## src/rtl/vending_machine.sv

```systemverilog
// Four-product coin-operated vending controller: accumulates coin credit,
// dispenses on an affordable selection and returns change or a full refund.
module vending_machine (
    input  logic       clk,
    input  logic       rst_n,
    input  logic [5:0] money,
    input  logic [2:0] drink_choose,
    input  logic       cancel,
    output logic [5:0] change,
    output logic [3:0] drink_out
);

    logic [5:0] balance_q, balance_d;
    logic [5:0] money_q;
    logic [2:0] choose_q;
    logic [5:0] change_q, change_d;
    logic [3:0] drink_q, drink_d;

    logic       coin_evt;
    logic       sel_evt;
    logic [5:0] coin;
    logic [6:0] avail;
    logic [6:0] remainder;
    logic [4:0] price;
    logic [3:0] prod_bit;
    logic       prod_known;

    always_comb begin
        coin_evt = (money != 6'd0) && (money != money_q);
        sel_evt  = (drink_choose != 3'd0) && (drink_choose != choose_q);
        coin     = coin_evt ? money : 6'd0;
        avail    = {1'b0, balance_q} + {1'b0, coin};

        price      = 5'd0;
        prod_bit   = 4'b0000;
        prod_known = 1'b0;
        case (drink_choose)
            3'b001: begin price = 5'd10; prod_bit = 4'b0001; prod_known = 1'b1; end
            3'b010: begin price = 5'd15; prod_bit = 4'b0010; prod_known = 1'b1; end
            3'b100: begin price = 5'd20; prod_bit = 4'b0100; prod_known = 1'b1; end
            3'b111: begin price = 5'd25; prod_bit = 4'b1000; prod_known = 1'b1; end
            default: ;
        endcase

        remainder = avail - {2'b00, price};

        balance_d = avail[5:0];
        change_d  = 6'd0;
        drink_d   = 4'b0000;

        // Overflowing coin is bounced straight back and masks any other request.
        if (avail > 7'd63) begin
            balance_d = balance_q;
            change_d  = coin;
        end else if (cancel) begin
            balance_d = 6'd0;
            change_d  = avail[5:0];
        end else if (sel_evt && prod_known) begin
            if (avail >= {2'b00, price}) begin
                drink_d   = prod_bit;
                change_d  = remainder[5:0];
                balance_d = 6'd0;
            end
        end
    end

    always_ff @(posedge clk or negedge rst_n) begin
        if (!rst_n) begin
            balance_q <= 6'd0;
            money_q   <= 6'd0;
            choose_q  <= 3'd0;
            change_q  <= 6'd0;
            drink_q   <= 4'b0000;
        end else begin
            balance_q <= balance_d;
            money_q   <= money;
            choose_q  <= drink_choose;
            change_q  <= change_d;
            drink_q   <= drink_d;
        end
    end

    assign change    = change_q;
    assign drink_out = drink_q;

endmodule

```

## config.mk

```make
export PLATFORM = sky130hd
export DESIGN_NAME = vending_machine
export DESIGN_NICKNAME = d
export VERILOG_FILES = /design/src/rtl/vending_machine.sv
export SDC_FILE = /design/constraint.sdc
export NUM_CORES = 1
export LEC_CHECK = 0
export CAP_MARGIN = 20
export CORE_UTILIZATION = 38
export CTS_BUF_LIST = sky130_fd_sc_hd__clkbuf_4
export CTS_CLUSTER_SIZE = 40
export DETAILED_ROUTE_END_ITERATION = 12
export GPL_TIMING_DRIVEN = 0
export PLACE_DENSITY_LB_ADDON = 0.08
export RECOVER_POWER = 100
export SYNTH_ARGS = -nofsm -noshare
export SYNTH_HDL_FRONTEND = slang
export SYNTH_SLANG_ARGS = --single-unit
export TNS_END_PERCENT = 5
```

## constraint.sdc

```tcl
create_clock -name clk -period 3.5 [get_ports clk]
set_input_delay 0.7 -clock clk [delete_from_list [all_inputs] [get_ports clk]]
set_output_delay 0.7 -clock clk [all_outputs]
set_load 0.01 [all_outputs]
```

# Yosys cells after proc, flatten, opt, wreduce, memory -nomap -nowiden
# Cells that the tools add are included.
[totals]
ff_bits = 25
out_inout_bits = 10
inputBits = 12
wordCells = 36
[classes]
n_mux = 15
reduce_logical = 6
n_lt_le_gt_ge = 2
eq_ne = 6
n_addsub = 2
[ops]
columns = ["cell", "n"]
rows = [
  ["2-to-1 mux 6 bit", 8],
  ["case mux 5 bit (4 select lines)", 1],
  ["2-to-1 mux 4 bit", 4],
  ["case mux 4 bit (4 select lines)", 1],
  ["adder 6 x 6 -> 7 bit", 1],
  ["greater-or-equal comparator 7 x 5 -> 1 bit", 1],
  ["greater-than comparator 7 x 6 -> 1 bit (second input constant)", 1],
  ["equality test 3 bit (second input constant)", 2],
  ["!= test 6 bit", 1],
  ["nonzero test 6 bit", 1],
  ["subtractor 6 x 5 -> 6 bit", 1],
  ["OR reduction 4 bit", 1],
  ["equality test 3 x 1 -> 1 bit (second input constant)", 1],
  ["equality test 3 x 2 -> 1 bit (second input constant)", 1],
  ["logical AND 1 bit", 3],
  ["!= test 3 bit", 1],
  ["nonzero test 3 bit", 1],
  ["2-to-1 mux 1 bit", 1],
]

# Longest topological paths before layout
# Gate-level depths: netlist (run 1).
[depth]
word_depth = 9
mapped_depth = 15

# Worst setup path before layout (run 1)
# No wires, ideal clock.
[synth_path]
path_type = "input to register"
startpoint = "input money[5]"
endpoint = "register change_q[2], in the netlist change[2]"
stages = 15
arrival_time_ps = 3855
setup_time_ps = 125
slack_ps = -480
t_required_ps = 3375
path_cell_list = "xor2_1 -> nor4_1 -> nand3_1 -> and2_1 -> ha_1 -> fa_1 -> a21o_1 -> a21oi_1 -> xnor2_1 -> ha_1 -> a21oi_1 -> o21ai_0 -> o311ai_2 -> o21ai_1 -> mux2_2"
[synth_via]
elab_chain_cells = 9
word_cells_on_any_way = 12
classes_between = "add/sub: 2; order compare: 2; eq/ne: 1; mux: 5; reduce/logical: 2"
[synth_lines]
columns = ["element", "line_no", "rtl"]
rows = [
  ["start: declaration", "6", "input logic [5:0] money,"],
  ["!= test 6 bit or nonzero test 6 bit (tied branches)", "29", "coin_evt = (money != 6'd0) && (money != money_q);"],
  ["logical AND 1 bit", "29", ""],
  ["2-to-1 mux 6 bit (*)", "31", "coin = coin_evt ? money : 6'd0;"],
  ["adder 6 x 6 -> 7 bit", "32", "avail = {1'b0, balance_q} + {1'b0, coin};"],
  ["subtractor 6 x 5 -> 6 bit or greater-or-equal comparator 7 x 5 -> 1 bit (tied branches)", "45, 59", ""],
  ["2-to-1 mux 6 bit", "59", "if (avail >= {2'b00, price}) begin"],
  ["2-to-1 mux 6 bit", "58", "end else if (sel_evt && prod_known) begin"],
  ["2-to-1 mux 6 bit", "55", "end else if (cancel) begin"],
  ["2-to-1 mux 6 bit (*)", "52", "if (avail > 7'd63) begin"],
  ["named net change_d[2]", "16", "logic [5:0] change_q, change_d;"],
  ["end signal: assignment", "78", "change_q <= change_d;"],
  ["end: declaration", "16", ""],
]
# Mark *: on every way through the listed nets, which the timed path passes. The rest lies on a longest branch.
# A chain may end at the register's enable or synchronous reset.

# Worst setup path in the final report (run 1)
[layout_path]
startpoint = "input money[0]"
endpoint = "register change_q[2], in the netlist change[2]"
# Same word-level chain as after synthesis.

==> metrics.md, run 1 <==
| Metric | Value |
|---|---|
| Xor and xnor area share after synthesis | `9.46%` |
| Area growth from synthesis to final layout | `32.0%` |
| Row cnt | `23` |
| Most common cell after layout, fill and taps aside | `dfrtp_1` |
| Root buffer cell | `clkbuf_4` |
| CP Launch Type | `primary input` |
| Critical path type | `in -> reg` |
| CTS HTree Levels | `1` |
| Achievable Freq | `0.272 GHz` |
| Clock Skews | `0.00157 ns` |
| Final worst setup slack | `-0.171 ns` |
| Initial Util | `40.4%` |
| Antenna Nets Post-Route | `0` |
| Fillers | `368` |
| Clk sinks | `25` |
| Total GRT Usage | `18.2%` |
| CTS tree | `built` |
| Flops & latches, synth | `25` |
| Crit-path max FO | `4` |
| Syn_area_per_cell | `10.4 um2` |
| Mux share of post-synthesis cell area | `2.04%` |
| Grt ovf | `0` |
| Post-route DRC | `0` |
| Failing checks | `negative setup slack` |
| Peak supply drop | `0.000344 V` |
| Period Utilization, post-route | `105%` |
| Antenna cell count | `0` |
| First-pass GRT wire length | `5.99 mm` |
| Clk pin slew, worst setup/hold paths | `0.13 ns` |
| CTS buffer count | `3` |
| Top cell type's share of synthesized area | `37.9%` |
| Final Setup Violations | `6` |
| Vias post-DR | `1275` |
| Drt first pass iters | `5` |
| Die X | `68.0 um` |
| Slew HR | `40.2%` |
| Power Dens Cells | `747 mW/mm2` |
| Most frequent cells in the layout | `dfrtp_1, dlygate4sd3_1, nand2_1, inv_1, ha_1` |
| Synth async-reset ratio | `100%` |
| Hpwl dp | `2.74 mm` |
| Largest net degree at the start of global routing | `26` |
| Nets | `217` |
| Tmin final | `3.67 ns` |
| Total wire length | `3.68 mm` |
| Layout cell share with drive strength beyond 1 | `28.3%` |
| Clk_lat worst skew | `0.32 ns` |
| Post-synthesis sequential area ratio | `37.9%` |
| Synthesized area | `0.00165 mm2` |
| Max clock buf depth | `2` |
| Die Y | `68.0 um` |
| Finished Core Util | `53.4%` |
| Adder-Cell Fraction of Synth Area | `10.7%` |
| Post-synthesis net count | `184` |
| Unrepaired setup endpoints after global routing | `yes` |
| Initial antenna violation count | `0` |
| Main combinational cell family by area after synthesis | `compound AO/OA/AOI/OAI gates` |
| Top FF cell, synth | `dfrtp_1` |
| Crit. End Element | `flop` |
| Cell Area, Placed | `0.00194 mm2` |
| Slew Viols, Final | `0` |
| Core Box Area | `0.00409 mm2` |
| Worst EP arrival | `3.89 ns` |
| Setup TNS | `-0.670 ns` |
| # IOs | `22` |
| Critical Path RT | `3.72 ns` |
| Full die area | `0.00462 mm2` |
| Initial DRC Count | `56` |
| Hold depth | `1` |
| Gate Count Post-Synth | `159` |
| Post-synth EDFFs | `0` |
| Total number of yosys warnings | `0` |
| Synth Area in Compound Gates | `18.0%` |
| Hold Crit Class | `in -> reg` |
| Leak Pwr | `0.970 nW` |
| Routability cong. | `0.841` |
| Worst reg2reg path depth | `15` |
| Synth area leader | `dfrtp_1` |
| Max Cap Viol | `0` |
| Wire length per cell | `15.3 um` |
| Outcome | `finished, violations left` |
| Simple-gate share of the synthesized area | `17.9%` |
| Design Area, Final | `0.00218 mm2` |
| Vias/cell | `5.29` |
| Ranking of synthesized cells by area | `dfrtp_1, ha_1, xor2_1` |
| PortBufs | `20` |
| Hold Buf Count CTS | `0` |
| Vias in the first global route | `1238` |
| Synth cell types | `48` |
| Worst-Margin Slew | `0.897 ns` |
| Final hold vios | `0` |
[metrics by stage]
step                std cells  power (mW)  hold slack [ns]  setup slack (ns)
floorplan                 159        1.05            0.404            -0.174
global placement          229        1.28            0.500             -1.12
detailed placement        229        1.30            0.499             -1.20
CTS                       239        1.57            0.466            -0.278
global route              241        1.76            0.452            -0.351
finish                    241        1.63            0.479            -0.171
[what timing repair did]
action | CTS | global route
setup buffers | 6 | 1
endpoints found under the setup margin | 16 | 15
resized for setup | 36 | 9
pin swaps | 15 | 14
[worst max-delay path: stages]
cell and delay [ns]:
buf_6 0.10, xor2_2 0.14, nor4_2 0.30, nand3_2 0.15, and2_4 0.18, ha_4 0.17, fa_2 0.45, a21o_1 0.19
a21oi_2 0.18, xnor2_2 0.16, ha_4 0.25, a21oi_4 0.14, o21ai_4 0.09, o311ai_4 0.30, o21ai_1 0.12, mux2_4 0.27
[power breakdown]
part | switching (mW) | internal (mW) | leakage, nW | total [mW]
Clock | 0.0870 | 0.0524 | 0.0184 | 0.139
Combinational | 0.568 | 0.532 | 0.637 | 1.10
Sequential | 0.0340 | 0.356 | 0.315 | 0.390
[sequential cells by signal, summed over array words and instances, names as in the netlist]
signal     count
balance_q      6
change         6
money_q        6
drink_out      4
choose_q       3
[area by class of cell]
cell class | count | area (um2) | share of cell area, %
clock buffer | 4 | 30.0 | 1.38
timing repair buffer | 28 | 255 | 11.7
sequential | 25 | 626 | 28.7
buffer | 6 | 36.3 | 1.66
inverter | 8 | 30.0 | 1.38
multi-input combinational | 120 | 1140 | 52.4
tap | 50 | 62.6 | 2.87
[path summary, 6_finish.rpt]
path                       slack (ns)          from      endpoint
max in group asynchronous        1.62         rst_n   choose_q[1]
min in group asynchronous        0.73         rst_n    money_q[4]
min reg2reg                      0.53  balance_q[3]  balance_q[3]
max reg2reg                     -0.15    money_q[0]     change[2]
min                              0.48      money[2]    money_q[2]
max                             -0.17      money[0]     change[2]
[per-layer routing]
metal / vias to the layer above / part of all wire (%) / track usage [%]
li1: 634 / - / -
met1: 613 / 47 / 25.9
met2: 23 / 47 / 28.2
met3: 5 / 4.0 / 1.50
met4: 0 / 1.8 / 7.81
met5: - / 0 / 0
[cell usage after synthesis, drive strengths merged (2+ instances only)]
cell type and n:
dfrtp 25, nand2 14, ha 11, xor2 10, inv 8, nor2 8
o21ai 8, xnor2 7, and2 6, a21o 5, a22o 5, a211oi 4
a21oi 4, buf 4, mux2 3, nor4b 3, a31oi 2, and3 2
clkbuf 2, fa 2, nand2b 2, nand3 2, nor3b 2, o221ai 2
or2 2, or3 2
[cell families (layout without fill, tap and decap cells)]
| logic type | count (synthesis) | after routing |
|---|---|---|
| fa+ha+maj | 13 | 13 |
| flops | 25 | 25 |
| buf+inv | 14 | 46 |
| compound gates | 38 | 38 |
| xor+xnor | 17 | 17 |
| mux | 3 | 3 |
| simple gates | 49 | 49 |
Power figures use the tool's default switching activity.
==> run 2: changes to the inputs <==
--- a/config.mk
+++ b/config.mk
@@ -13,6 +13,7 @@
 export GPL_TIMING_DRIVEN = 0
 export PLACE_DENSITY_LB_ADDON = 0.08
 export RECOVER_POWER = 100
+export SETUP_SLACK_MARGIN = 0.05
 export SYNTH_ARGS = -nofsm -noshare
 export SYNTH_HDL_FRONTEND = slang
 export SYNTH_SLANG_ARGS = --single-unit
==> results of run 2 <==
The final DEF is identical to that of run 1; final timing and power are the same.
